File: src/rtl/decode_pkg.sv
// Shared definitions for the decode stage: opcodes, FSM states, field positions.
// Optional feature macro: WB_BYPASS_EN (same-cycle writeback-to-read bypass).
package decode_pkg;

    localparam int unsigned NumRegs = 16;

    // Instruction field bit positions
    localparam int unsigned OpMsb  = 15;
    localparam int unsigned OpLsb  = 12;
    localparam int unsigned RdMsb  = 11;
    localparam int unsigned RdLsb  = 8;
    localparam int unsigned RsMsb  = 7;
    localparam int unsigned RsLsb  = 4;
    localparam int unsigned RtMsb  = 3;
    localparam int unsigned RtLsb  = 0;
    localparam int unsigned ImmMsb = 7;
    localparam int unsigned ImmLsb = 0;

    // Opcodes with special handling
    localparam logic [3:0] OpLui   = 4'hB;
    localparam logic [3:0] OpLoad  = 4'hC;
    localparam logic [3:0] OpStore = 4'hD;
    localparam logic [3:0] OpBr    = 4'hE;
    localparam logic [3:0] OpNop   = 4'hF;

    typedef enum logic [1:0] {
        StRun   = 2'd0,
        StStall = 2'd1,
        StFlush = 2'd2
    } state_e;

    // LUI places imm8 in the upper byte; everything else sign-extends it
    function automatic logic [15:0] imm_ext(input logic [15:0] ins);
        if (ins[OpMsb:OpLsb] == OpLui) begin
            return {ins[ImmMsb:ImmLsb], 8'h00};
        end
        return {{8{ins[ImmMsb]}}, ins[ImmMsb:ImmLsb]};
    endfunction

    // Every opcode up to and including LOAD produces a register result
    function automatic logic writes_reg(input logic [3:0] op);
        return (op <= OpLoad);
    endfunction

endpackage

File: src/rtl/reg_file.sv
// 16x16 register file: two asynchronous read ports, one synchronous write port,
// r0 hardwired to zero.
module reg_file
    import decode_pkg::*;
(
    input  logic        clk,
    input  logic        rst,
    input  logic [3:0]  raddr_a,
    output logic [15:0] rdata_a,
    input  logic [3:0]  raddr_b,
    output logic [15:0] rdata_b,
    input  logic        we,
    input  logic [3:0]  waddr,
    input  logic [15:0] wdata
);

    logic [15:0] mem [NumRegs];

    // Storage: cleared on reset, writes to r0 dropped
    always_ff @(posedge clk or posedge rst) begin
        if (rst) begin
            for (int i = 0; i < NumRegs; i++) begin
                mem[i] <= '0;
            end
        end else if (we && (waddr != 4'd0)) begin
            mem[waddr] <= wdata;
        end
    end

    assign rdata_a = (raddr_a == 4'd0) ? 16'h0000 : mem[raddr_a];
    assign rdata_b = (raddr_b == 4'd0) ? 16'h0000 : mem[raddr_b];

endmodule

File: src/rtl/decode_stage.sv
// Pipeline decode stage: register read, immediate formation, load-use and
// writeback hazard stalls, branch flush, registered ID/EX outputs.
// Define WB_BYPASS_EN to forward same-cycle writeback data instead of stalling.
module decode_stage
    import decode_pkg::*;
(
    input  logic        clk,
    input  logic        rst,
    input  logic [15:0] pc,
    input  logic [15:0] inst,
    input  logic        inst_valid,
    input  logic        branch_to_new,
    input  logic        wb_en,
    input  logic [3:0]  wb_addr,
    input  logic [15:0] wb_data,
    output logic        fetch_stall,
    output logic        ex_valid,
    output logic [15:0] ex_pc,
    output logic [3:0]  ex_op,
    output logic [3:0]  ex_rd,
    output logic [15:0] ex_a,
    output logic [15:0] ex_b,
    output logic [15:0] ex_imm,
    output logic        ex_wb_en
);

    state_e      state_q, state_d;
    logic [15:0] hold_inst_q, hold_pc_q;
    logic        accept, hold_load;

    logic [15:0] cur_inst, cur_pc;
    logic [3:0]  rs, rt;
    logic [15:0] rdata_a, rdata_b, opnd_a, opnd_b;
    logic        wb_hit_a, wb_hit_b, wb_conflict, load_use;

    // In STALL the latched instruction is the one being decoded
    assign cur_inst = (state_q == StStall) ? hold_inst_q : inst;
    assign cur_pc   = (state_q == StStall) ? hold_pc_q : pc;
    assign rs       = cur_inst[RsMsb:RsLsb];
    assign rt       = cur_inst[RtMsb:RtLsb];

    reg_file u_reg_file (
        .clk     (clk),
        .rst     (rst),
        .raddr_a (rs),
        .rdata_a (rdata_a),
        .raddr_b (rt),
        .rdata_b (rdata_b),
        .we      (wb_en),
        .waddr   (wb_addr),
        .wdata   (wb_data)
    );

    assign wb_hit_a = wb_en && (wb_addr == rs) && (rs != 4'd0);
    assign wb_hit_b = wb_en && (wb_addr == rt) && (rt != 4'd0);

`ifdef WB_BYPASS_EN
    assign opnd_a      = wb_hit_a ? wb_data : rdata_a;
    assign opnd_b      = wb_hit_b ? wb_data : rdata_b;
    assign wb_conflict = 1'b0;
`else
    assign opnd_a      = rdata_a;
    assign opnd_b      = rdata_b;
    assign wb_conflict = wb_hit_a || wb_hit_b;
`endif

    assign load_use = ex_valid && (ex_op == OpLoad) && (ex_rd != 4'd0) &&
                      ((ex_rd == rs) || (ex_rd == rt));

    // Next-state, accept and fetch-hold decisions; redirect overrides everything
    always_comb begin
        state_d     = state_q;
        accept      = 1'b0;
        hold_load   = 1'b0;
        fetch_stall = 1'b0;
        if (branch_to_new) begin
            state_d = StFlush;
        end else begin
            unique case (state_q)
                StFlush: state_d = StRun;
                StRun: begin
                    if (inst_valid) begin
                        if (load_use || wb_conflict) begin
                            state_d   = StStall;
                            hold_load = 1'b1;
                        end else begin
                            accept = 1'b1;
                        end
                    end
                end
                StStall: begin
                    fetch_stall = 1'b1;
                    // A fresh writeback clash keeps us here until the file is current
                    if (!wb_conflict) begin
                        accept  = 1'b1;
                        state_d = StRun;
                    end
                end
                default: state_d = StFlush;
            endcase
        end
    end

    // FSM state and the instruction held across a stall
    always_ff @(posedge clk or posedge rst) begin
        if (rst) begin
            state_q     <= StFlush;
            hold_inst_q <= '0;
            hold_pc_q   <= '0;
        end else begin
            state_q <= state_d;
            if (hold_load) begin
                hold_inst_q <= inst;
                hold_pc_q   <= pc;
            end
        end
    end

    // ID/EX register; bubbles clear only the valid and writeback flags
    always_ff @(posedge clk or posedge rst) begin
        if (rst) begin
            ex_valid <= 1'b0;
            ex_pc    <= '0;
            ex_op    <= '0;
            ex_rd    <= '0;
            ex_a     <= '0;
            ex_b     <= '0;
            ex_imm   <= '0;
            ex_wb_en <= 1'b0;
        end else if (accept) begin
            ex_valid <= 1'b1;
            ex_pc    <= cur_pc;
            ex_op    <= cur_inst[OpMsb:OpLsb];
            ex_rd    <= cur_inst[RdMsb:RdLsb];
            ex_a     <= opnd_a;
            ex_b     <= opnd_b;
            ex_imm   <= imm_ext(cur_inst);
            ex_wb_en <= writes_reg(cur_inst[OpMsb:OpLsb]);
        end else begin
            ex_valid <= 1'b0;
            ex_wb_en <= 1'b0;
        end
    end

endmodule

File: config.mk
export PLATFORM = sky130hd
export DESIGN_NAME = decode_stage
export DESIGN_NICKNAME = d
export VERILOG_FILES = /design/src/rtl/decode_pkg.sv /design/src/rtl/reg_file.sv /design/src/rtl/decode_stage.sv
export SDC_FILE = /design/constraint.sdc
export NUM_CORES = 1
export LEC_CHECK = 0
export ABC_AREA = 0
export CAP_MARGIN = 30
export CORE_MARGIN = 1
export CORE_UTILIZATION = 45
export DETAILED_ROUTE_END_ITERATION = 8
export GPL_ROUTABILITY_DRIVEN = 0
export PLACE_DENSITY = 0.7
export SLEW_MARGIN = 20
export SYNTH_ARGS = -nofsm -noshare
export SYNTH_HDL_FRONTEND = slang
export SYNTH_SLANG_ARGS = --single-unit
File: constraint.sdc
create_clock -name clk -period 13.2 [get_ports clk]
set_clock_uncertainty 0.1 [all_clocks]
set_input_delay 1.98 -clock clk [delete_from_list [all_inputs] [get_ports clk]]
set_output_delay 1.98 -clock clk [all_outputs]
set_load 0.05 [all_outputs]
# Yosys cells after proc, flatten, opt, wreduce, memory -nomap -nowiden
# Cells that the tools add are included.
dict set report word_totals {
  register_bits 364
  input_bits 57
  output_inout_bits 75
  wordCells 101
}
dict set report op_classes {
  order_cmp 5
  eq_ne 11
  mux 35
  bitwise_logic 3
  n_reduce_logical 20
}
# operator count
set op_table {}
lappend op_table {{bitwise mux 256 bit} 1}
lappend op_table {{2-to-1 mux 16 bit} 11}
lappend op_table {{binary-select mux 16 bit (select 4 bit)} 2}
lappend op_table {{demux 16 bit (select 4 bit)} 1}
lappend op_table {{== test 4 bit} 4}
lappend op_table {{nonzero test 4 bit} 4}
lappend op_table {{>= comparator 5 bit, second input constant} 3}
lappend op_table {{NOT 4 -> 5 bit} 3}
lappend op_table {{2-to-1 mux 1 bit} 14}
lappend op_table {{logical AND 1 bit} 9}
lappend op_table {{inequality test 3 bit, second input constant} 3}
lappend op_table {{== test 4 bit, second input constant} 2}
lappend op_table {{logical NOT 4 bit} 2}
lappend op_table {{2-to-1 mux 2 bit} 4}
lappend op_table {{one-hot mux 2 bit (3 select lines)} 1}
lappend op_table {{less-than comparator 5 x 1 -> 1 bit, second input constant} 1}
lappend op_table {{<= comparator 4 bit, second input constant} 1}
lappend op_table {{logical OR 1 bit} 3}
lappend op_table {{AND reduction 3 bit} 1}
lappend op_table {{== test 2 x 1 -> 1 bit, second input constant} 1}
lappend op_table {{== test 2 bit, second input constant} 1}
lappend op_table {{logical NOT 2 bit} 1}
lappend op_table {{one-hot mux 1 bit (2 select lines)} 1}

# Logic depth before layout (Yosys ltp)
dict set report logic_depth {
  word_depth 13
  depth_mapped 12
  mapped_depth_nobuf 7
}

# Modules after synthesis
# A second synthesis with hierarchy kept.
dict set report hier_totals {
  cells_unflattened 1316
  area_unflattened_um2 18530.3
}
# module instances cells_per_inst area_each_um2 seq_area_each_um2
set by_module_without_submodules {}
lappend by_module_without_submodules {reg_file 1 897 13259.0 6055.8}
lappend by_module_without_submodules {decode_stage 1 419 5271.3 2703.8}

# Least setup slack after synthesis
# OpenSTA, ideal clock, no wires.
dict set report synth_path {
  path_type {input to output}
  startpoint {input branch_to_new}
  endpoint {output fetch_stall}
  t_arrival_ns 2.634
  required_ns 11.120
  setup_slack_ns 8.486
  path_stages 1
  path_buffers 0
  path_cell_list {nor2_1}
}
dict set report synth_via {
  elab_chain_len 1
}
# item line_no
set synth_rtl {}
lappend synth_rtl {{start: declaration} decode_stage.sv:12} ;# input logic branch_to_new,
lappend synth_rtl {{2-to-1 mux 1 bit} decode_stage.sv:76} ;# if (branch_to_new) begin
lappend synth_rtl {{end: declaration} decode_stage.sv:16} ;# output logic fetch_stall,
# Every way passes these cells.

# Worst setup path in the final report
# Ends and elaborated chain as after synthesis.

==> impl_metrics.tcl <==
set metrics [dict create \
    status "complete, no violations" \
    rows 74 \
    pre_cts_ws_ps 7400 \
    rsz0062_at_grt "false" \
    cts_root_buffer "clkbuf_16" \
    track_usage 0.264 \
    yosysUniqueCellTypes 64 \
    finalSetupViolCount 0 \
    postCtsHoldBufs 0 \
    crit_type "input pin to output pin" \
    netlist_area_um2 18600 \
    ys_warn_count 0 \
    grt_max_degree 189 \
    cts_resized 0 \
    wl_per_cell_um 23.5 \
    antenna_cells 0 \
    cp-start-kind "input pin" \
    synth.avg_cell_area_um2 10.7 \
    synth_top_area_cell "dfrtp_1" \
    ys.flop_type "dfrtp_1" \
    drtAntennaViolNets 0 \
    synthArstFlopShare 1.00 \
    crit_arrival_ps 3380 \
    synth_cells 1735 \
    hp-class "flop to flop" \
    critPathRequiredTime_ps 11120 \
    crit_path_end_kind "output pin" \
    maxCapViolCount 0 \
    clock_sink_count 357 \
    relSlewSlack 0.276 \
    switching_power_w 0.00116 \
    total_leakage_power_nw 9.35 \
    hold_viol 0 \
    fillers 3497 \
    switching_share 0.325 \
    clkLatencyLatePin_ps 550 \
    ir_drop_uv 89.3 \
    io_buffer_count 131 \
    numCtsBuffers 39 \
    setup_ws_ps 7740 \
    cp_max_fo 4 \
    fp.dieH_um 205 \
    powerDensity_nw_per_um2 164 \
    grt_pass1_wl_um 84900 \
    setup_tns_ps 0 \
    drtIter0Drc 1664 \
    ios 132 \
    cts_tree "done" \
    fmax_ghz 0.183 \
    synth.area.top_cells "dfrtp_1 48%, mux2_2 16%, mux2_1 5.1%" \
    synthesis.nets 1792 \
    drcViolationCount 0 \
    layout_common_cells "356 x dfrtp_1, 259 x mux2_2, 233 x nand2_1" \
    layout_commonest_cell "dfrtp_1" \
    synth_edf_count 0 \
    period_share 0.414 \
    drt_pass1_iterations 7 \
    final_util 0.534 \
    cts_setup_buffers 0 \
    period_minus_slack_ps 5460 \
    antenna_found_initial 1 \
    final_max_slew_viol_count 0 \
    ys_ff_latch 357 \
    clockPowerShare 0.309 \
    h-tree-depth 2 \
    nets 1851 \
    syn_to_final_growth_pct 17.2 \
    seq_power_share 0.433 \
    vias 14500 \
    cts_buffer_depth 3 \
    dp_hpwl_um 32700 \
    worstMarginPinSlew_ps 1080 \
    drt_wl_total_um 55200 \
    p_int_w 0.00241 \
    dieArea_um2 42200 \
    p_comb_frac 0.258 \
    initial_utilization 0.456 \
    coreArea_um2 40800 \
    final_layout_size_suffix_gt1_frac 0.224 \
    clk_pin_slew_worst_paths_ps 60 \
    synth_top_cell_area_share 0.479 \
    grt_pass1_vias 14400 \
    routed_via_density 6.17 \
    overflow 0 \
    die_x_um 205 \
    synth_seq_area_share 0.480 \
]
## final timing paths
path	depth (start not counted)	end	slack, ps	startpoint
min in group asynchronous	2	u_reg_file.mem[125]	1840	rst
max in group asynchronous	5	u_reg_file.mem[236]	9040	rst
worst min register to register	0	u_reg_file.mem[254]	280	u_reg_file.mem[254]
worst max-delay path	3	fetch_stall	7740	branch_to_new
worst min-delay path	0	u_reg_file.mem[254]	280	u_reg_file.mem[254]
worst max register to register	10	ex_a[5]	8440	state_q[1]
## metal layers
layer / share of wire / GRT usage / vias up
li1: - / - / 6322
met4: 0.048 / 0.123 / 2
met3: 0.078 / 0.0361 / 192
met5: 0.00018 / 0 / -
met1: 0.40 / 0.352 / 7293
met2: 0.47 / 0.426 / 708
## metrics by stage
step	hold WS, ps	power, W	cell area (um2)	cells
floorplan	328	0.00216	18600	1735
global route	285	0.00372	21800	2353
detailed placement	268	0.00247	20500	2283
global placement	264	0.00244	20400	2280
finish	279	0.00357	21800	2353
CTS	281	0.00358	21800	2351
## flip-flops by register name (all words and copies together), names as in the netlist
signal	cells
hold_inst_q	16
state_q	2
ex_wb_en	1
ex_b	16
ex_rd	4
u_reg_file.mem	249
ex_imm	16
hold_pc_q	16
ex_op	4
ex_pc	16
ex_a	16
ex_valid	1
## worst max-delay path, stage by stage
cell and delay [ps]:
clkdlybuf4s50_1 460, nor2_1 120, clkdlybuf4s50_1 820
## logic make-up (layout without fill, tap and decap cells)
family	count (synthesis)	count (layout)	synth area share
simple gates	520	520	0.123
buf+inv	166	252	0.0372
compound gates	228	228	0.0795
xor+xnor	16	16	0.00753
flops	357	357	0.480
mux	448	448	0.273
## power by group through the flow
stage          Sequential (W)  Combinational (W)  Clock (W)
6_report              0.00155           0.000919    0.00110
3_5_place_dp          0.00156           0.000917          0
5_1_grt               0.00158           0.000984    0.00116
4_1_cts               0.00154           0.000921    0.00112
2_1_floorplan         0.00170           0.000457          0
3_3_place_gp          0.00154           0.000895          0
## cell type report
type | instances | area (um2) | area share
repair buffers | 168 | 1670 | 0.0764
clock inverters | 10 | 114 | 0.00522
flip-flops and latches | 357 | 8930 | 0.410
inverters | 16 | 67.6 | 0.00310
multi-input cells | 1212 | 9180 | 0.421
well taps | 532 | 666 | 0.0305
clock buffers | 58 | 1180 | 0.0541
## cells in the mapped netlist, drive strengths merged, types with 2 or more instances
cell / instances
dfrtp: 356
mux2: 345
nand2: 233
nor2: 128
clkbuf: 103
mux2i: 92
o21ai: 90
nand3: 87
buf: 47
a21oi: 34
nand4: 34
inv: 16
o221ai: 13
o22ai: 13
a31oi: 11
mux4: 11
xnor2: 11
a222oi: 10
o211ai: 8
nand2b: 7
a22oi: 6
o2111ai: 6
a221oi: 5
nor3: 5
o31ai: 5
xor2: 5
a31o: 4
nor4bb: 4
or3: 4
a211oi: 3
a21o: 3
a221o: 3
a32oi: 3
nor2b: 3
nor3b: 3
o311ai: 3
or4b: 3
a2111oi: 2
and3: 2
nand3b: 2
nor4: 2
o221a: 2
Power figures use the tool's default switching activity.
